--- src/rtl/ddr5_rcd_ca_pkg.sv ---
// Shared CA bus definitions for the RCD command sources, arbiter and protocol checkers.
package ddr5_rcd_ca_pkg;

  localparam int CA_CMD_W  = 7;
  localparam int CA_ADDR_W = 17;
  localparam int CA_CS_W   = 2;
  localparam int NUM_CS    = 4;

  typedef struct packed {
    logic [CA_CMD_W-1:0]  cmd;
    logic [CA_ADDR_W-1:0] addr;
    logic [CA_CS_W-1:0]   cs;
  } ca_cmd_t;

  typedef enum logic [1:0] {
    ST_RUN     = 2'd0,
    ST_ALERT   = 2'd1,
    ST_RECOVER = 2'd2
  } ca_arb_state_t;

endpackage

--- src/rtl/ddr5_rcd_rr_arbiter.sv ---
// Combinational grant selection: fixed-priority requester first, then round-robin
// among the rest starting just after rr_ptr_i. Output is one-hot or zero.
module ddr5_rcd_rr_arbiter #(
  parameter int NUM_REQ = 4,
  parameter int PRI_REQ = 0
) (
  input  logic [NUM_REQ-1:0]         elig_i,
  input  logic [$clog2(NUM_REQ)-1:0] rr_ptr_i,
  output logic [NUM_REQ-1:0]         gnt_o
);

  localparam int IDX_W = $clog2(NUM_REQ);
  localparam logic [IDX_W-1:0] PRI_IDX = IDX_W'(PRI_REQ);

  logic [IDX_W-1:0] idx;
  logic             found;

  always_comb begin
    gnt_o = '0;
    found = 1'b0;
    idx   = '0;
    if (elig_i[PRI_REQ]) begin
      gnt_o[PRI_REQ] = 1'b1;
    end else begin
      for (int k = 1; k <= NUM_REQ; k++) begin
        idx = IDX_W'((int'(rr_ptr_i) + k) % NUM_REQ);
        if (!found && idx != PRI_IDX && elig_i[idx]) begin
          gnt_o[idx] = 1'b1;
          found      = 1'b1;
        end
      end
    end
  end

endmodule

--- src/rtl/ddr5_rcd_ca_arbiter.sv ---
// RCD CA bus arbiter: shares the CA pins between NUM_REQ sources, enforces per-chip-select
// command spacing and runs the parity-error alert/recover sequence.
module ddr5_rcd_ca_arbiter
  import ddr5_rcd_ca_pkg::*;
#(
  parameter int NUM_REQ      = 4,
  parameter int PRI_REQ      = 0,
  parameter int GAP_CYCLES   = 2,
  parameter int ALERT_CYCLES = 8
) (
  input  logic                          clk,
  input  logic                          rst,
  input  logic [NUM_REQ-1:0]            req_valid,
  output logic [NUM_REQ-1:0]            req_ready,
  input  logic [NUM_REQ*CA_CMD_W-1:0]   req_cmd,
  input  logic [NUM_REQ*CA_ADDR_W-1:0]  req_addr,
  input  logic [NUM_REQ*CA_CS_W-1:0]    req_cs,
  input  logic                          parity_err,
  output logic                          ca_valid,
  output logic [CA_CMD_W-1:0]           ca_cmd,
  output logic [CA_ADDR_W-1:0]          ca_addr,
  output logic [CA_CS_W-1:0]            ca_cs,
  output logic                          alert_n,
  output logic [$clog2(NUM_REQ)-1:0]    grant_id
);

  localparam int IDX_W  = $clog2(NUM_REQ);
  localparam int GAP_W  = (GAP_CYCLES > 0) ? $clog2(GAP_CYCLES + 1) : 1;
  localparam int ACNT_W = (ALERT_CYCLES > 1) ? $clog2(ALERT_CYCLES) : 1;
  localparam logic [IDX_W-1:0]  PRI_IDX   = IDX_W'(PRI_REQ);
  localparam logic [GAP_W-1:0]  GAP_RLD   = GAP_W'(GAP_CYCLES);
  localparam logic [ACNT_W-1:0] ALERT_RLD = ACNT_W'(ALERT_CYCLES - 1);

  ca_arb_state_t                   state_q, state_d;
  logic [ACNT_W-1:0]               alert_cnt_q, alert_cnt_d;
  logic [NUM_CS-1:0][GAP_W-1:0]    gap_cnt_q, gap_cnt_d;
  logic [IDX_W-1:0]                rr_ptr_q, rr_ptr_d;
  ca_cmd_t                         ca_q, ca_d;
  logic                            ca_valid_q;
  logic [IDX_W-1:0]                grant_id_q, grant_id_d;
  logic                            alert_n_q;

  ca_cmd_t [NUM_REQ-1:0]           req_s;
  logic [NUM_REQ-1:0]              elig, gnt;
  ca_cmd_t                         win;
  logic [IDX_W-1:0]                win_idx;
  logic                            xfer, clr_gap;

  // Requesters waiting on a busy chip select drop out of the mask so they never block others.
  for (genvar i = 0; i < NUM_REQ; i++) begin : g_lane
    assign req_s[i] = {req_cmd[i*CA_CMD_W +: CA_CMD_W],
                       req_addr[i*CA_ADDR_W +: CA_ADDR_W],
                       req_cs[i*CA_CS_W +: CA_CS_W]};
    assign elig[i]  = req_valid[i] & (gap_cnt_q[req_s[i].cs] == '0);
  end

  ddr5_rcd_rr_arbiter #(
    .NUM_REQ (NUM_REQ),
    .PRI_REQ (PRI_REQ)
  ) u_rr_arb (
    .elig_i   (elig),
    .rr_ptr_i (rr_ptr_q),
    .gnt_o    (gnt)
  );

  assign req_ready = (!rst && state_q == ST_RUN && !parity_err) ? gnt : '0;
  assign xfer      = |req_ready;

  always_comb begin
    win     = '0;
    win_idx = '0;
    for (int k = 0; k < NUM_REQ; k++) begin
      if (gnt[k]) begin
        win     = req_s[k];
        win_idx = IDX_W'(k);
      end
    end
  end

  always_comb begin
    state_d     = state_q;
    alert_cnt_d = alert_cnt_q;
    clr_gap     = 1'b0;
    case (state_q)
      ST_RUN: begin
        if (parity_err) begin
          state_d     = ST_ALERT;
          alert_cnt_d = ALERT_RLD;
        end
      end
      ST_ALERT: begin
        if (parity_err) begin
          alert_cnt_d = ALERT_RLD;
        end else if (alert_cnt_q == '0) begin
          state_d = ST_RECOVER;
        end else begin
          alert_cnt_d = alert_cnt_q - ACNT_W'(1);
        end
      end
      ST_RECOVER: begin
        clr_gap = 1'b1;
        if (parity_err) begin
          state_d     = ST_ALERT;
          alert_cnt_d = ALERT_RLD;
        end else begin
          state_d = ST_RUN;
        end
      end
      default: state_d = ST_RUN;
    endcase
  end

  // A fresh grant reloads its own counter; every other busy counter drains by one.
  always_comb begin
    for (int k = 0; k < NUM_CS; k++) begin
      gap_cnt_d[k] = gap_cnt_q[k];
      if (clr_gap) begin
        gap_cnt_d[k] = '0;
      end else if (xfer && win.cs == CA_CS_W'(k)) begin
        gap_cnt_d[k] = GAP_RLD;
      end else if (gap_cnt_q[k] != '0) begin
        gap_cnt_d[k] = gap_cnt_q[k] - GAP_W'(1);
      end
    end
  end

  assign rr_ptr_d   = (xfer && win_idx != PRI_IDX) ? win_idx : rr_ptr_q;
  assign ca_d       = xfer ? win : '0;
  assign grant_id_d = xfer ? win_idx : '0;

  always_ff @(posedge clk) begin
    if (rst) begin
      state_q     <= ST_RUN;
      alert_cnt_q <= '0;
      gap_cnt_q   <= '0;
      rr_ptr_q    <= IDX_W'(NUM_REQ - 1);
      ca_q        <= '0;
      ca_valid_q  <= 1'b0;
      grant_id_q  <= '0;
      alert_n_q   <= 1'b1;
    end else begin
      state_q     <= state_d;
      alert_cnt_q <= alert_cnt_d;
      gap_cnt_q   <= gap_cnt_d;
      rr_ptr_q    <= rr_ptr_d;
      ca_q        <= ca_d;
      ca_valid_q  <= xfer;
      grant_id_q  <= grant_id_d;
      alert_n_q   <= (state_d != ST_ALERT);
    end
  end

  assign ca_valid = ca_valid_q;
  assign ca_cmd   = ca_q.cmd;
  assign ca_addr  = ca_q.addr;
  assign ca_cs    = ca_q.cs;
  assign alert_n  = alert_n_q;
  assign grant_id = grant_id_q;

endmodule

--- config.mk ---
export PLATFORM = sky130hd
export DESIGN_NAME = ddr5_rcd_ca_arbiter
export DESIGN_NICKNAME = d
export VERILOG_FILES = /design/src/rtl/ddr5_rcd_ca_pkg.sv /design/src/rtl/ddr5_rcd_rr_arbiter.sv /design/src/rtl/ddr5_rcd_ca_arbiter.sv
export SDC_FILE = /design/constraint.sdc
export NUM_CORES = 1
export LEC_CHECK = 0
export CAP_MARGIN = 20
export CELL_PAD_IN_SITES_DETAIL_PLACEMENT = 1
export CELL_PAD_IN_SITES_GLOBAL_PLACEMENT = 2
export CORE_MARGIN = 2
export CORE_UTILIZATION = 20
export DETAILED_ROUTE_END_ITERATION = 12
export GPL_TIMING_DRIVEN = 0
export PLACE_DENSITY = 0.78
export SLEW_MARGIN = 20
export SYNTH_ARGS = -nofsm -noshare
export SYNTH_HDL_FRONTEND = slang
export SYNTH_SLANG_ARGS = --single-unit
--- constraint.sdc ---
create_clock -name clk -period 4.1 [get_ports clk]
set_clock_uncertainty 0.05 [all_clocks]
set_input_delay 0.82 -clock clk [delete_from_list [all_inputs] [get_ports clk]]
set_output_delay 0.82 -clock clk [all_outputs]
set_load 0.01 [all_outputs]
==> reports/results.tsv <==
metric	value	unit
outcome	finished, final reports clean	
cts.path.max_buffers	2	
hold_violations	0	
final_common_cell	clkdlybuf4s50_1	
swShare	0.341	
drt-pass1-iter-count	4	
grt_use_total	0.165	
h-tree-depth	2	
seq_area_frac_synth	0.309	
initial_utilization	0.203	
syn_area	0.00292	mm^2
final_core_util	0.368	
worstRegToRegCells	14	
p_comb_frac	0.449	
synthArstFlopShare	0	
cts_sinks	45	
io_buffers	144	
synth_nets	483	
rrSetupSlack	370	ps
crit_fanout	5	
gp_congestion	0.841	
p_per_area	300	mW/mm^2
fin_crit_sh	0.984	
synth_simple_gate_area_frac	0.298	
ios	145	
drtIter0Drc	119	
areaGrowthSynthToFinish	81.1	%
rsz0062_at_grt	true	
cp-end-kind	output pin	
die-area	0.0156	mm^2
vias	3576	
fmax	248	MHz
synth_compound_area_frac	0.294	
irDropWorstVdd	0.145	mV
internal_power	0.00105	W
drc	0	
path_cells	buf_8 -> nor4b_4 -> o41ai_4 -> nor3_2 -> or4_4 -> nor3_4 -> buf_6 -> a221oi_4 -> or2_4 -> nor2_2 -> buf_2	
worstMarginPinSlew	575	ps
synth_xor_area_frac	0	
grt_pass1_vias	3724	
synth_edf_count	0	
final_cell_mix	clkdlybuf4s50_1, nand2_1, dfxtp_1	
final_cells	718	
core	0.0144	mm^2
ys_seq_elements	45	
synth-main-ff-cell	dfxtp_1	
leakage	1.91	nW
cts_tree	done	
drive_above_1_share	0.206	
cts_buffers	5	
path_class	input port to output pin	
seqPwrFrac	0.308	
slowest_delay	600	ps
grt_max_degree	13	
timing.rr.start	gap_cnt_q[5]$_SDFFE_PP0P_	
ys_types	59	
die_y	125	um
syn_inst	362	
whs	450	ps
critPathSlowestCell	or4_4	
power	0.00159	W
ant_nets	0	
cts-root-buf	clkbuf_16	
dp_hpwl	10.1	mm
clk_pin_slew	60	ps
routed_wl	13.4	mm
antenna_cells	0	
hold_path.class	register to register	
crit_required	3230	ps
hold_end	state_q[1]$_SDFF_PP0_	
final_cell_area	0.00529	mm^2
fin_crit	4030	ps
reg2reg_to	ca_cs[1]$_SDFF_PP0_	
yosys_warnings	0	
synthMuxAreaShare	0.00343	
fin_nets	656	
place.detailed.instances	690	
clkLatencyLatePin	290	ps
hold_path_depth	1	
hold_start	state_q[1]$_SDFF_PP0_	
synth_top_family_by_area	simple AND/OR/NAND/NOR gates	
antenna_found_initial	0	
worstSetupStartpointType	input port	
place_area	0.00459	mm^2
wl_per_cell	18.6	um
max_slew_margin	0.617	
avgSynthCellArea	8.06	um^2
viasPerCell	4.98	
maxCapViolCount	0	
crit_arrival	3160	ps
finalMaxSlewViolations	0	
fp-row-count	44	
grt_pass1_wl	20.7	mm
clkPwrFrac	0.243	
synth_fa_ha_area_frac	0.0429	
gr-total-overflow	0	
die_x	125	um
finalSetupViolations	0	
p_switching	0.000541	W
critical path, delay by kind of cell:
family                 cells  cell delay [ps]
buffers and inverters      3              380
AO/OA/AOI/OAI              2              510
AND/OR/NAND/NOR            6             1460
worst max-delay path by stage:
stage	to	start	cells past startpoint	slack, ps
floorplan	req_ready[2]	req_cs[0]	9	6
global placement	req_ready[2]	req_cs[0]	11	-1480
detailed placement	req_ready[2]	req_cs[0]	11	-1480
CTS	req_ready[2]	req_cs[5]	12	-7
global route	req_ready[3]	req_cs[1]	11	-50
finish	req_ready[3]	req_cs[1]	11	70
timing repair:
item | in CTS | in global routing
resized for setup | 101 | 34
hold buffers | 0 | 0
endpoints found under the hold margin | 0 | 0
pin swaps | 20 | 17
endpoints found under the setup margin | 40 | 26
setup buffers | 17 | 9
synth_stat cells, types with 2 or more instances:
| master | instances | area [um^2] |
|---|---|---|
| nand2_1 | 57 | 214 |
| dfxtp_1 | 45 | 901 |
| nor2_1 | 41 | 154 |
| nand3_1 | 29 | 145 |
| a21oi_1 | 27 | 135 |
| a311o_1 | 22 | 220 |
| ha_1 | 10 | 125 |
| inv_1 | 10 | 37.5 |
| nor4b_1 | 10 | 87.6 |
| a211oi_1 | 9 | 67.6 |
| clkbuf_1 | 9 | 33.8 |
| buf_2 | 8 | 40.0 |
| nor4_1 | 8 | 50.1 |
| a32o_1 | 5 | 50.1 |
| nor4bb_1 | 4 | 40.0 |
| o22ai_1 | 4 | 25.0 |
| a22o_1 | 3 | 26.3 |
| a311oi_1 | 3 | 26.3 |
| a221oi_2 | 2 | 30.0 |
| and2_1 | 2 | 12.5 |
| buf_4 | 2 | 15.0 |
| buf_6 | 2 | 22.5 |
| nand2b_1 | 2 | 12.5 |
| nor2b_1 | 2 | 12.5 |
| nor3_1 | 2 | 10.0 |
| nor3_2 | 2 | 20.0 |
| o211ai_1 | 2 | 15.0 |
| o21ai_0 | 2 | 10.0 |
| o221ai_1 | 2 | 17.5 |
| o32a_1 | 2 | 20.0 |
| o41ai_1 | 2 | 17.5 |
| o41ai_2 | 2 | 32.5 |
| or2_1 | 2 | 12.5 |
| or2_2 | 2 | 12.5 |
| or3_1 | 2 | 12.5 |
state kept, by name (all words and copies together), names as in the netlist:
| name | count |
|---|---|
| ca_addr | 17 |
| ca_cs | 2 |
| alert_n | 1 |
| gap_cnt_q | 8 |
| rr_ptr_q | 2 |
| grant_id | 2 |
| ca_cmd | 7 |
| alert_cnt_q | 3 |
| ca_valid | 1 |
| state_q | 2 |
routing by layer:
metal / GRT usage / routed length [um] / vias to the layer above / share of wire
li1: - / - / 1711 / -
met1: 0.209 / 5890 / 1764 / 0.44
met2: 0.288 / 6720 / 92 / 0.50
met3: 0.0382 / 620 / 9 / 0.046
met4: 0.0327 / 122 / 0 / 0.0091
met5: 0 / 0 / - / 0
per-stage QoR:
step | TNS (ps) | worst slack (ps)
after floorplan | 0 | 5.56
after global placement | -27130 | -1480
after detailed placement | -27450 | -1480
after CTS | -6.51 | -6.51
after global routing | -89.5 | -48.4
final | 0 | 66.5
power by group through the flow:
stage	registers, W	logic [W]	clock network (W)
after floorplan	0.000499	0.000337	0
after global placement	0.000491	0.000602	0
after detailed placement	0.000492	0.000612	0
after CTS	0.000487	0.000691	0.000397
after global routing	0.000492	0.000770	0.000422
final	0.000489	0.000711	0.000386
kinds of logic after synthesis:
| group | count (synthesis) |
|---|---|
| AO/OA/AOI/OAI | 100 |
| multiplexers | 1 |
| flip-flops | 45 |
| AND/OR/NAND/NOR | 173 |
| adder cells (fa/ha/maj) | 10 |
| buffers and inverters | 33 |
area by class of cell:
| cell class | count | area, um^2 |
|---|---|---|
| Clock buffer | 5 | 125 |
| Sequential cell | 45 | 903 |
| Clock inverter | 1 | 5.00 |
| Inverter | 11 | 45.0 |
| Tap cell | 184 | 230 |
| Timing Repair Buffer | 169 | 1630 |
| Fill cell | 1663 | 9080 |
| Buffer | 19 | 119 |
| Multi-Input combinational cell | 284 | 2230 |
No activity file was read; power rests on OpenSTA's default activity.
